**config.mk**
```make
export PLATFORM = sky130hd
export DESIGN_NAME = gravity_sweep_scheduler
export DESIGN_NICKNAME = d
export VERILOG_FILES = /design/src/rtl/gravity_sweep_scheduler.sv
export SDC_FILE = /design/constraint.sdc
export NUM_CORES = 1
export LEC_CHECK = 0
export CORE_MARGIN = 1.5
export CORE_UTILIZATION = 40
export DETAILED_ROUTE_END_ITERATION = 7
export GPL_TIMING_DRIVEN = 0
export PLACE_DENSITY_LB_ADDON = 0.15
export SLEW_MARGIN = 30
export SYNTH_ARGS = -nofsm -noshare
export SYNTH_HDL_FRONTEND = slang
export SYNTH_SLANG_ARGS = --single-unit
```
**constraint.sdc**
```tcl
create_clock -name clk -period 2.8 [get_ports clk]
set_input_delay 0.28 -clock clk [delete_from_list [all_inputs] [get_ports clk]]
set_output_delay 0.28 -clock clk [all_outputs]
set_load 0.02 [all_outputs]
```
**src/rtl/gravity_sweep_scheduler.sv**
```systemverilog
`default_nettype none
// ============================================================================
// Module      : gravity_sweep_scheduler
// Description : Per-frame sequencer for the shared gravity micro-step
//               datapath. Each accepted frame tick produces one position-
//               commit strobe. The block then walks every ordered (P,Q)
//               planet pair x axis as a valid/ready step stream, and steps
//               are only presented while VGA blanking is high. It also
//               provides run/pause, single-frame stepping, a frame counter
//               and sticky overrun detection.
// Ports       : clk, rst_n (async, active-low)
//               frame_tick, blanking, run, single_step, overrun_clr (in)
//               step_ready (in) / step_valid, p_idx, q_idx, axis (out)
//               pos_commit, sweep_busy, overrun, frame_count[7:0] (out)
// Build macro : SCHED_OVERRUN_RESTART_EN - when defined, a frame tick that
//               arrives while busy restarts the sweep instead of being
//               dropped.
// Revision    : 1.0 - initial release
// ============================================================================
module gravity_sweep_scheduler #(
    parameter int N_PLANETS        = 3,
    parameter int SWEEPS_PER_FRAME = 1
) (
    input  logic       clk,
    input  logic       rst_n,
    input  logic       frame_tick,
    input  logic       blanking,
    input  logic       run,
    input  logic       single_step,
    input  logic       overrun_clr,
    input  logic       step_ready,
    output logic       step_valid,
    output logic [1:0] p_idx,
    output logic [1:0] q_idx,
    output logic       axis,
    output logic       pos_commit,
    output logic       sweep_busy,
    output logic       overrun,
    output logic [7:0] frame_count
);

    localparam logic [1:0] IDLE   = 2'd0;
    localparam logic [1:0] COMMIT = 2'd1;
    localparam logic [1:0] SWEEP  = 2'd2;

    localparam logic [2:0] C_NP         = 3'(N_PLANETS);
    localparam logic [1:0] C_LAST_SWEEP = 2'(SWEEPS_PER_FRAME - 1);

    logic [1:0] state_q, state_d;
    logic [1:0] p_q, p_d;
    logic [1:0] q_q, q_d;
    logic       axis_q, axis_d;
    logic [1:0] sweep_q, sweep_d;
    logic       pending_q, pending_d;
    logic       ss_q, ss_d;
    logic       overrun_q, overrun_d;
    logic [7:0] fcnt_q, fcnt_d;

    logic       w_busy;
    logic       w_tick_ok;
    logic       w_xfer;
    logic [2:0] w_q_next;
    logic [2:0] w_p_next;

    assign w_busy     = (state_q != IDLE);
    // A tick is usable when free-running or when a single frame is armed.
    assign w_tick_ok  = frame_tick & (run | pending_q);
    assign step_valid = (state_q == SWEEP) & blanking;
    assign w_xfer     = step_valid & step_ready;

    always_comb begin
        state_d   = state_q;
        p_d       = p_q;
        q_d       = q_q;
        axis_d    = axis_q;
        sweep_d   = sweep_q;
        overrun_d = overrun_q;
        fcnt_d    = fcnt_q;
        ss_d      = single_step;
        w_q_next  = 3'd0;
        w_p_next  = 3'd0;

        // Pending is only meaningful while paused; a repeat edge is a no-op.
        if (run) begin
            pending_d = 1'b0;
        end else begin
            pending_d = pending_q | (single_step & ~ss_q);
        end

        case (state_q)
            IDLE: begin
                if (w_tick_ok) begin
                    state_d   = COMMIT;
                    pending_d = 1'b0;
                    fcnt_d    = fcnt_q + 8'd1;
                end
            end
            COMMIT: begin
                p_d     = 2'd0;
                q_d     = 2'd1;
                axis_d  = 1'b0;
                sweep_d = 2'd0;
                state_d = SWEEP;
            end
            SWEEP: begin
                if (w_xfer) begin
                    if (!axis_q) begin
                        axis_d = 1'b1;
                    end else begin
                        axis_d = 1'b0;
                        // Next attractor skips the planet being updated.
                        w_q_next = {1'b0, q_q} + 3'd1;
                        if (w_q_next == {1'b0, p_q}) begin
                            w_q_next = {1'b0, q_q} + 3'd2;
                        end
                        if (w_q_next < C_NP) begin
                            q_d = w_q_next[1:0];
                        end else begin
                            w_p_next = {1'b0, p_q} + 3'd1;
                            if (w_p_next < C_NP) begin
                                // p is now >= 1, so the lowest q != p is 0.
                                p_d = w_p_next[1:0];
                                q_d = 2'd0;
                            end else if (sweep_q == C_LAST_SWEEP) begin
                                state_d = IDLE;
                                p_d     = 2'd0;
                                q_d     = 2'd0;
                                sweep_d = 2'd0;
                            end else begin
                                p_d     = 2'd0;
                                q_d     = 2'd1;
                                sweep_d = sweep_q + 2'd1;
                            end
                        end
                    end
                end
            end
            default: begin
                state_d = IDLE;
            end
        endcase

        // Set beats clear when both happen together.
        if (overrun_clr) begin
            overrun_d = 1'b0;
        end
        if (w_busy && frame_tick) begin
            overrun_d = 1'b1;
`ifdef SCHED_OVERRUN_RESTART_EN
            if (w_tick_ok) begin
                state_d   = COMMIT;
                pending_d = 1'b0;
                fcnt_d    = fcnt_q + 8'd1;
                p_d       = 2'd0;
                q_d       = 2'd0;
                axis_d    = 1'b0;
                sweep_d   = 2'd0;
            end
`else
            // The tick is dropped and the running sweep is left untouched.
`endif
        end
    end

    always_ff @(posedge clk or negedge rst_n) begin
        if (!rst_n) begin
            state_q   <= IDLE;
            p_q       <= 2'd0;
            q_q       <= 2'd0;
            axis_q    <= 1'b0;
            sweep_q   <= 2'd0;
            pending_q <= 1'b0;
            ss_q      <= 1'b0;
            overrun_q <= 1'b0;
            fcnt_q    <= 8'd0;
        end else begin
            state_q   <= state_d;
            p_q       <= p_d;
            q_q       <= q_d;
            axis_q    <= axis_d;
            sweep_q   <= sweep_d;
            pending_q <= pending_d;
            ss_q      <= ss_d;
            overrun_q <= overrun_d;
            fcnt_q    <= fcnt_d;
        end
    end

    assign p_idx       = p_q;
    assign q_idx       = q_q;
    assign axis        = axis_q;
    assign pos_commit  = (state_q == COMMIT);
    assign sweep_busy  = w_busy;
    assign overrun     = overrun_q;
    assign frame_count = fcnt_q;

endmodule
`default_nettype wire

```
==> flow_summary.toml <==
[cells_and_area]
fillCellCount = 236
diodes = 0
drive_gt1_frac = 0.107
final_cells = 170
nNetsFinal = 153
final_cell_mix = "clkdlybuf4s50_1 (23), dfrtp_1 (20), inv_1 (12), nand2_1 (12), nor2_1 (8)"
area_delta_synth_final_pct = 30.8
layout_commonest_cell = "clkdlybuf4s50_1"
multi_input_area_um2 = 514
register_area_um2 = 500

[clocking]
clock_latency_ns = 0.31
clockBufferDepth = 2
numCtsBuffers = 3
cts_root_buf = "clkbuf_4"
clkTransAtPathRegs_ns = 0.12
h-tree-depth = 1
cts_tree = "built"
ctsHoldBuffers = 0
cts_setup_buffers = 0
cts_num_sinks = 20
ctsResizeCount = 0

[sta]
fmax_mhz = 434
setup_viol = 0
setup_tns_ns = 0
relSlewSlack = 0.671
hold_viol = 0
finalCriticalPeriod_ns = 2.30
finClkSkew_ns = 0.000541
rsz0062_at_grt = "false"
tightestPinTransition_ns = 0.493
finalCritPeriodShare = 0.823
drv_slew = 0

[routing]
drcViolationCount = 0
drt_pass1_iterations = 4
wire_per_inst_um = 13.4
viasPerCell = 5.37
wl_um = 2270
antenna_left = 0
drt-initial-drc-count = 9
vias = 913

[setup_path]
crit_fanout = 8
critPathKind = "reg2reg"
worst_ep_required_time_ns = 3.02
cp-start-kind = "flip-flop"
end_kind = "flip-flop"
cp.arrival_ns = 2.52

[power_and_ir_drop]
swShare = 0.400
peakVddDrop_mv = 0.557
power_frac_seq = 0.336
leakage_uw = 0.000638
combinationalPowerShare = 0.484
p_clk_frac = 0.180
p_int_uw = 809
power_density_mw_per_mm2 = 948
switchingPower_uw = 540

[floorplanning]
row_count = 18
die_area_mm2 = 0.00304
die_w_um = 55.2
ios = 25
dieHeight_um = 55.2
fp.coreArea_mm2 = 0.00252
initial_core_util = 0.432

[synthesis]
syn_avg_cell_area_um2 = 9.81
yosys.area_share.xor_xnor = 0.0563
ys.warnings.count = 0
synth_fp_nets = 123
synth_top_family_by_area = "compound AO/OA/AOI/OAI gates"
ys_seq_area_frac = 0.460
yosys.area_share.adder = 0.0460
synth.distinct_cells = 39
muxShareOfSynthArea = 0.0103
syn-instance-count = 111
synth-compound-area-share = 0.209
netlist_area_mm2 = 0.00109
synth_seq_cells = 20
synthSimpleGateAreaFrac = 0.151

[placement]
place_congestion = 0.746
portBuffers = 24
place_inst = 165
dp_hpwl_um = 1610

[run_status]
status = "complete, no violations"

[grt]
overflow = 0
grt_max_degree = 21
grt_first_pass_wirelength_um = 3840
grtUsageTotal = 0.175
antenna_found_initial = 0
grt_pass1_vias = 856

[flow_run]
drv_cap = 0

[hold_path]
hold_path_class = "in2async"
==> power groups by stage <==
| stage | sequential, uW | clock, uW | combinational [uW] |
|---|---|---|---|
| finish | 453 | 243 | 653 |
| floorplan | 514 | 0 | 346 |
| global route | 466 | 256 | 716 |
| detailed placement | 455 | 0 | 652 |
| global placement | 451 | 0 | 640 |
| CTS | 453 | 247 | 655 |
==> worst max-delay path, cell delays in order (launching register included) <==
cell and delay [ns]:
dfrtp_1 0.48, ha_1 0.40, or3b_1 0.40, a21oi_2 0.18, a211oi_2 0.11, or4_1 0.52
o311ai_1 0.10
==> cells by family after synthesis <==
family                   count (synthesis)
AO/OA/AOI/OAI                           29
XOR/XNOR                                 7
adder cells (fa/ha/maj)                  4
buffers and inverters                   16
flip-flops                              20
multiplexers                             1
AND/OR/NAND/NOR                         34
==> worst paths after layout <==
kind | depth (start not counted) | from | slack [ns] | end
min in group clk | 1 | single_step | 0.43 | ss_q
hold / removal | 2 | rst_n | 0.43 | axis
hold reg to reg | 1 | frame_count[7] | 0.47 | frame_count[7]
max in group asynchronous | 2 | rst_n | 2.07 | q_idx[0]
setup / recovery | 6 | q_idx[1] | 0.50 | p_idx[1]
setup reg to reg | 6 | q_idx[1] | 0.50 | p_idx[1]
==> routing by layer <==
metal	global-route usage	routed length (um)
met1	0.237	1100
met2	0.286	1060
met3	0.0538	107
met4	0.0163	9
met5	0	0
==> registers in the layout, indices dropped and copies added, names as in the netlist <==
name and cells:
sweep_q 2, axis 1, overrun 1, state_q 2, frame_count 8, ss_q 1
pending_q 1, p_idx 2, q_idx 2
==> Yosys cell counts <==
cell type,n,share of area
a211o_2,1,0.0092
nor2b_1,1,0.0058
o21ai_1,1,0.0046
or4_1,1,0.0069
a22oi_1,1,0.0069
a211oi_2,1,0.011
mux2_2,1,0.010
buf_4,1,0.0069
inv_1,12,0.041
a31oi_1,1,0.0058
xnor2_1,3,0.024
o211ai_1,1,0.0069
xor2_1,4,0.032
nor2_1,8,0.028
buf_6,1,0.010
nand4_1,5,0.029
a2111oi_0,1,0.0080
o31ai_1,1,0.0069
a21o_1,1,0.0069
o41ai_1,2,0.016
a22o_1,3,0.024
and2_1,1,0.0058
o31a_1,1,0.0080
o211a_1,1,0.0092
a21oi_1,3,0.014
nor3_1,2,0.0092
a21oi_2,1,0.0080
o21ai_0,4,0.018
or3b_1,1,0.0080
o221a_2,1,0.010
nor4b_1,1,0.0080
dfrtp_1,20,0.46
buf_2,2,0.0092
ha_1,4,0.046
o311ai_1,1,0.0080
a32o_1,2,0.018
nand3_1,2,0.0092
nand2_1,12,0.041
a31o_2,1,0.0080
==> final cells by class <==
| class | instances | share of cell area |
|---|---|---|
| timing repair buffer | 25 | 0.172 |
| multi-input combinational | 75 | 0.361 |
| clock buffer | 3 | 0.0158 |
| clock inverter | 1 | 0.0211 |
| buffer | 4 | 0.0202 |
| tap | 30 | 0.0264 |
| sequential | 20 | 0.351 |
| inverter | 12 | 0.0316 |
==> metrics by stage <==
stage | util | cell area (um^2) | setup slack [ns] | hold WS [ns] | power [uW]
2_1_floorplan | - | 1090 | 0.596 | -0.0156 | 860
6_report | 0.564 | 1420 | 0.495 | 0.426 | 1350
4_1_cts | 0.563 | 1420 | 0.518 | 0.432 | 1360
3_3_place_gp | 0.542 | 1370 | 0.582 | 0.454 | 1090
5_1_grt | 0.564 | 1420 | 0.432 | 0.446 | 1440
3_5_place_dp | 0.542 | 1370 | 0.538 | 0.456 | 1110
Power figures use the tool's default switching activity.
